**src/rtl/pe_image_packetizer.sv**
```systemverilog
// Frames a raster RGB pixel stream into one NoC packet: head flit, one body flit per pixel,
// and a tail flit carrying the R+G+B checksum. A small skid FIFO decouples input from output.
module pe_image_packetizer #(
  parameter int unsigned ROWS       = 273,
  parameter int unsigned COLS       = 182,
  parameter int unsigned X          = 3,
  parameter int unsigned Y          = 3,
  parameter int unsigned PKT_NO_W   = 4,
  parameter int unsigned ID_W       = 2,
  parameter int unsigned DATA_W     = 24,
  parameter int unsigned FIFO_DEPTH = 4,
  localparam int unsigned X_SIZE    = $clog2(X),
  localparam int unsigned Y_SIZE    = $clog2(Y),
  localparam int unsigned TOTAL_W   = X_SIZE + Y_SIZE + PKT_NO_W + ID_W + DATA_W
) (
  input  logic                clk,
  input  logic                rstn,
  input  logic                start,
  input  logic [X_SIZE-1:0]   dest_x,
  input  logic [Y_SIZE-1:0]   dest_y,
  input  logic [PKT_NO_W-1:0] pkt_no,
  input  logic                s_valid,
  output logic                s_ready,
  input  logic [DATA_W-1:0]   s_data,
  output logic                w_valid_pe,
  input  logic                w_ready_pe,
  output logic [TOTAL_W-1:0]  w_data_pe,
  output logic                busy,
  output logic                done
);

  localparam int unsigned NPIX  = ROWS * COLS;
  localparam int unsigned CNT_W = $clog2(NPIX + 1);
  localparam int unsigned PTR_W = $clog2(FIFO_DEPTH);
  localparam logic [CNT_W-1:0] NPIX_C   = CNT_W'(NPIX);
  localparam logic [15:0]      NPIX16   = 16'(NPIX);
  localparam logic [ID_W-1:0]  TYPE_HEAD = ID_W'(0);
  localparam logic [ID_W-1:0]  TYPE_BODY = ID_W'(1);
  localparam logic [ID_W-1:0]  TYPE_TAIL = ID_W'(3);

  typedef enum logic [1:0] {StIdle, StHead, StBody, StTail} state_t;

  state_t                r_state;
  logic [X_SIZE-1:0]     r_dest_x;
  logic [Y_SIZE-1:0]     r_dest_y;
  logic [PKT_NO_W-1:0]   r_pkt_no;
  logic [DATA_W-1:0]     r_mem [FIFO_DEPTH];
  logic [PTR_W:0]        r_wptr;
  logic [PTR_W:0]        r_rptr;
  logic [CNT_W-1:0]      r_in_cnt;
  logic [CNT_W-1:0]      r_out_cnt;
  logic [DATA_W-1:0]     r_csum;
  logic                  r_valid;
  logic [TOTAL_W-1:0]    r_data;
  logic                  r_busy;
  logic                  r_done;

  logic                  w_empty;
  logic                  w_full;
  logic                  w_slot_free;
  logic                  w_body_phase;
  logic                  w_pop;
  logic                  w_push;
  logic                  w_in_phase;
  logic [DATA_W-1:0]     w_pix_sum;
  logic [DATA_W-1:0]     w_fifo_head;

  function automatic logic [TOTAL_W-1:0] mk_flit(input logic [X_SIZE-1:0]   dx,
                                                 input logic [Y_SIZE-1:0]   dy,
                                                 input logic [PKT_NO_W-1:0] pn,
                                                 input logic [ID_W-1:0]     ty,
                                                 input logic [DATA_W-1:0]   pl);
    return {dx, dy, pn, ty, pl};
  endfunction

  assign w_empty      = (r_wptr == r_rptr);
  assign w_full       = (r_wptr[PTR_W] != r_rptr[PTR_W]) &&
                        (r_wptr[PTR_W-1:0] == r_rptr[PTR_W-1:0]);
  assign w_slot_free  = !r_valid || w_ready_pe;
  // The head handshake cycle may already pull the first pixel, keeping flits back-to-back.
  assign w_body_phase = (r_state == StBody) || ((r_state == StHead) && w_ready_pe);
  assign w_pop        = w_body_phase && w_slot_free && !w_empty && (r_out_cnt != NPIX_C);
  assign w_in_phase   = (r_state == StHead) || (r_state == StBody);
  assign s_ready      = (!w_full || w_pop) && w_in_phase && (r_in_cnt != NPIX_C);
  assign w_push       = s_valid && s_ready;
  assign w_pix_sum    = DATA_W'(s_data[23:16]) + DATA_W'(s_data[15:8]) + DATA_W'(s_data[7:0]);
  assign w_fifo_head  = r_mem[r_rptr[PTR_W-1:0]];

  assign w_valid_pe = r_valid;
  assign w_data_pe  = r_data;
  assign busy       = r_busy;
  assign done       = r_done;

  always_ff @(posedge clk) begin
    if (w_push) begin
      r_mem[r_wptr[PTR_W-1:0]] <= s_data;
    end
  end

  always_ff @(posedge clk or negedge rstn) begin
    if (!rstn) begin
      r_state   <= StIdle;
      r_dest_x  <= '0;
      r_dest_y  <= '0;
      r_pkt_no  <= '0;
      r_wptr    <= '0;
      r_rptr    <= '0;
      r_in_cnt  <= '0;
      r_out_cnt <= '0;
      r_csum    <= '0;
      r_valid   <= 1'b0;
      r_data    <= '0;
      r_busy    <= 1'b0;
      r_done    <= 1'b0;
    end else begin
      r_done <= 1'b0;
      if (w_push) begin
        r_wptr   <= r_wptr + 1'b1;
        r_in_cnt <= r_in_cnt + 1'b1;
        r_csum   <= r_csum + w_pix_sum;
      end
      if (w_pop) begin
        r_rptr    <= r_rptr + 1'b1;
        r_out_cnt <= r_out_cnt + 1'b1;
      end
      unique case (r_state)
        StIdle: begin
          if (start) begin
            r_dest_x  <= dest_x;
            r_dest_y  <= dest_y;
            r_pkt_no  <= pkt_no;
            r_wptr    <= '0;
            r_rptr    <= '0;
            r_in_cnt  <= '0;
            r_out_cnt <= '0;
            r_csum    <= '0;
            r_valid   <= 1'b1;
            r_data    <= mk_flit(dest_x, dest_y, pkt_no, TYPE_HEAD, DATA_W'(NPIX16));
            r_busy    <= 1'b1;
            r_state   <= StHead;
          end
        end
        StHead: begin
          if (w_ready_pe) begin
            r_state <= StBody;
            if (w_pop) begin
              r_data <= mk_flit(r_dest_x, r_dest_y, r_pkt_no, TYPE_BODY, w_fifo_head);
            end else begin
              r_valid <= 1'b0;
            end
          end
        end
        StBody: begin
          if (w_slot_free) begin
            if (w_pop) begin
              r_valid <= 1'b1;
              r_data  <= mk_flit(r_dest_x, r_dest_y, r_pkt_no, TYPE_BODY, w_fifo_head);
            end else if (r_out_cnt == NPIX_C) begin
              // Every pixel has been pushed a cycle earlier at least, so the checksum is final.
              r_valid <= 1'b1;
              r_data  <= mk_flit(r_dest_x, r_dest_y, r_pkt_no, TYPE_TAIL, r_csum);
              r_state <= StTail;
            end else begin
              r_valid <= 1'b0;
            end
          end
        end
        StTail: begin
          if (w_ready_pe) begin
            r_valid <= 1'b0;
            r_busy  <= 1'b0;
            r_done  <= 1'b1;
            r_state <= StIdle;
          end
        end
        default: r_state <= StIdle;
      endcase
    end
  end

endmodule

```
**config.mk**
```make
export PLATFORM = sky130hd
export DESIGN_NAME = pe_image_packetizer
export DESIGN_NICKNAME = d
export VERILOG_FILES = /design/src/rtl/pe_image_packetizer.sv
export SDC_FILE = /design/constraint.sdc
export NUM_CORES = 1
export LEC_CHECK = 0
export CAP_MARGIN = 10
export CORE_ASPECT_RATIO = 0.7
export CORE_MARGIN = 1.5
export CORE_UTILIZATION = 54
export DETAILED_ROUTE_END_ITERATION = 10
export PLACE_DENSITY = 0.78
export SKIP_LAST_GASP = 1
export SLEW_MARGIN = 20
export SYNTH_ARGS = -nofsm -noshare
export SYNTH_HDL_FRONTEND = slang
export SYNTH_SLANG_ARGS = --single-unit
```
**constraint.sdc**
```tcl
create_clock -name clk -period 4.5 [get_ports clk]
set_input_delay 0.675 -clock clk [delete_from_list [all_inputs] [get_ports clk]]
set_output_delay 0.675 -clock clk [all_outputs]
set_load 0.02 [all_outputs]
```
==> key figures <==
Timing
  • Final Max Slew Viols: 0
  • Tmin final: 4050 ps
  • Skew final: 19.6 ps
  • Setup TNS: 0 ps
  • F_max: 247 MHz
  • Final worst-path cycle share: 0.900
  • Worst Max-Slew Pin Slew: 1160 ps
  • Final setup violating endpoints: 0
  • Final hold vios: 0
  • Unrepaired setup endpoints after global routing: no
  • Slew headroom: 0.229

Yosys
  • Ys Warns: 0
  • Post-Synth Simple-Gate Area: 0.128
  • Post-synth ARST share: 0.532
  • Avg Cell Area, Syn: 12.0 um2
  • Syn Nets: 904
  • Synth Area in Adders: 0.0640
  • Cell Area, Synth: 9890 um2
  • Area leader, netlist: edfxtp_1
  • Ys flop type: dfrtp_1
  • Register area share after synthesis: 0.567
  • Number of synthesized flops with an enable pin: 96
  • Cell variety after synth: 62
  • Share of the synthesized area in the top cell type: 0.291
  • #FFs+latches synth: 205
  • Syn Inst Count: 826
  • Largest cells by area after synthesis: edfxtp_1 (29%), dfrtp_1 (28%), mux4_2 (5.5%)
  • Mux contribution to synthesized area: 0.0665
  • Complex-gate fraction of the synthesized area: 0.0975
  • Synth Area in XOR/XNOR: 0.0363
  • Largest family of logic cells by synthesized area: simple AND/OR/NAND/NOR gates

Detailed routing
  • DRT iter0 DRCs: 677
  • DRC viols: 0
  • Vias/cell: 5.90
  • Drt pass-1 iters: 5
  • Via count: 6,816
  • Total wire length: 22,100 um
  • Routed Antenna Nets: 0
  • Routed length per placed instance: 19.1 um

Placed design
  • Final HPWL DP: 14,300 um
  • Inst Count DP: 1,118
  • Placed Area: 10,900 um2
  • Port-buffer cells: 74
  • GP Congestion: 0.891

Critical path
  • Worst R2R Setup Slack: 1210 ps
  • Slowest CP cell: fa_1
  • Worst setup startpoint: s_data[1]
  • Critical R2R Launch: r_out_cnt[0]$_DFF_PN0_
  • Startpoint types: input port
  • CP Cell Sequence: clkdlybuf4s50_1, inv_1, fa_1, fa_1, inv_1, ha_1, fa_1, a21o_1, a221oi_2, o221a_2, or4_1, or3_1, a21oi_1
  • Most frequent CP cell: fa_1
  • Register-to-Register Path Depth: 9
  • Data arrival, critical path: 4460 ps
  • Max incr delay on CP: 560 ps
  • Critical path capture point type: flip-flop
  • Crit path max fanout: 8
  • Required @ worst endpoint: 4910 ps
  • CP Class: in -> reg

Finish
  • Post-layout util: 0.647
  • N_diodes: 0
  • Count of nets after finishing: 983
  • Finished Layout Cells: 1,155
  • Synth-to-Final Area Change: 17.3%
  • Cell area after layout: 11,600 um2
  • Fraction of layout cells with a size suffix above 1: 0.103

GRT
  • Antenna violations before repair: 0
  • Number of global-route vias before repair: 6,464
  • First-pass GRT wire length: 35,100 um
  • Overflow after GRT: 0
  • Largest net degree at the start of global routing: 44
  • Total GRT Usage: 0.239

Clock network
  • CTS tree: built
  • CTS clock-pin slew for the worst setup and hold paths: 60 ps
  • TritonCTS Buffers: 21
  • Clk_lat worst skew: 500 ps
  • Setup Buffers After CTS: 0
  • Hold_buf cts: 0
  • H-tree depth: 1
  • Post-CTS sizing: 0
  • Clk buf depth: 3
  • Clock root buffer: clkbuf_16
  • Num Clock Sinks: 205

Run status
  • Status: finished clean

Pwr
  • VDD IR-drop max: 0.394 mV
  • Sequential share of power: 0.349
  • Net Sw Power: 2800 uW
  • Lkg Pwr: 0.00471 uW
  • Internal power: 4620 uW
  • Pwr per Cell Area: 639 nW/um2
  • Power share of the combinational group: 0.411
  • Clock power frac: 0.239
  • Switching Fraction: 0.378

Worst hold path
  • Type of the most critical hold path: in -> async

Die
  • Row count: 41
  • Die area: 19,200 um2
  • Ports: 75
  • Initial core utilization: 0.551
  • Placeable Area: 18,000 um2
  • Die Wd: 165 um
  • Die Ht: 116 um

Run
  • Max Cap Viol: 0
final timing paths:
path	end
hold / removal	r_in_cnt[14]$_DFF_PN0_
setup / recovery	r_csum[23]$_DFF_PN0_
max in group asynchronous	w_data_pe[5]$_DFFE_PN0P_
setup reg to reg	r_csum[5]$_DFF_PN0_
min in group clk	r_pkt_no[1]$_DFFE_PN0P_
hold reg to reg	r_pkt_no[1]$_DFFE_PN0P_
layer usage:
layer,share of wire,vias to the layer above,global-route usage
met1,0.46,3409,0.368
met2,0.45,259,0.359
met5,0,-,0
met4,0.016,0,0.0456
met3,0.075,30,0.0426
li1,-,3118,-
Yosys cell counts (5+ instances only):
master	number
nor3_1	10
xor2_1	10
a21oi_1	40
nor3b_1	7
and2_1	6
edfxtp_1	96
nand4_1	8
fa_1	16
xnor2_1	31
buf_4	5
a22oi_1	8
clkbuf_1	19
or3_1	7
ha_1	25
dfrtp_1	109
or4_1	7
nor2_1	49
mux2i_1	5
nor4b_1	5
mux4_2	24
and3_1	11
inv_1	59
buf_2	13
nand2_1	111
o21ai_0	43
nand3_1	20
a22o_1	18
a21o_1	5
registers in the layout, summed over array words and instances (netlist names), 2 cells and up:
| name | count |
|---|---|
| r_csum | 24 |
| r_dest_x | 2 |
| r_dest_y | 2 |
| r_in_cnt | 16 |
| r_mem | 96 |
| r_out_cnt | 16 |
| r_pkt_no | 4 |
| r_rptr | 3 |
| r_state | 2 |
| r_wptr | 3 |
| w_data_pe | 34 |
final cells by class:
cell class / instances / area [um2]
Tap cell: 236 / 295
Multi-Input combinational cell: 523 / 3890
Inverter: 60 / 225
Clock inverter: 11 / 118
Sequential cell: 205 / 5610
Clock buffer: 26 / 586
Fill cell: 1326 / 6350
Timing Repair Buffer: 94 / 888
stage by stage:
step	hold slack, ps	setup WS [ps]	total power [uW]
6_report	128	448	7420
3_3_place_gp	459	117	5550
2_1_floorplan	379	784	4670
4_1_cts	129	473	7430
5_1_grt	145	240	7870
3_5_place_dp	467	12.0	5620
critical path, delay by kind of cell:
kind                     cells  cell delay (ps)
adder cells (fa/ha/maj)      4             1450
buffers and inverters        3              720
AND/OR/NAND/NOR              2              910
AO/OA/AOI/OAI                4              710
placed cells by master, fill, tap and decap left out, drive strengths merged, types with 3 or more instances in the layout:
cell           netlist  final
clkdlybuf4s50        0     73
or4                  7      7
nand2              112    112
a21o                 5      5
dfrtp              109    109
mux4                24     24
nand4                9      9
o31ai                3      3
nand3               20     20
or4b                 4      4
nor3                10     10
xor2                10     10
fa                  16     16
a22oi                8      8
a22o                18     18
mux2                 6      6
nor3b                7      7
and2                 6      6
o41ai                4      4
o21ai               45     45
nor4b                5      5
inv                 60     61
clkbuf              19     26
mux2i                5      5
a21oi               41     41
ha                  25     25
nor4bb               4      4
a211oi               5      5
xnor2               31     31
clkinv               0      7
o311ai               3      3
edfxtp              96     96
or3                  7      7
nor2                49     49
buf                 19     21
nor4                 4      4
and3                11     11
cells by family (layout without fill, tap and decap cells):
family | after synthesis | in the layout
simple gates | 260 | 260
flops | 205 | 205
compound gates | 146 | 146
buf+inv | 98 | 191
fa+ha+maj | 41 | 41
xor+xnor | 41 | 41
mux | 35 | 35
power by group through the flow:
stage                     logic, uW  clock network (uW)  registers [uW]
after global routing           3360                1880            2630
after global placement         2940                   0            2610
after detailed placement       3000                   0            2620
after CTS                      3040                1800            2590
after floorplan                1990                   0            2690
final                          3050                1780            2590
Note: power is estimated with default switching activity, not from simulation.
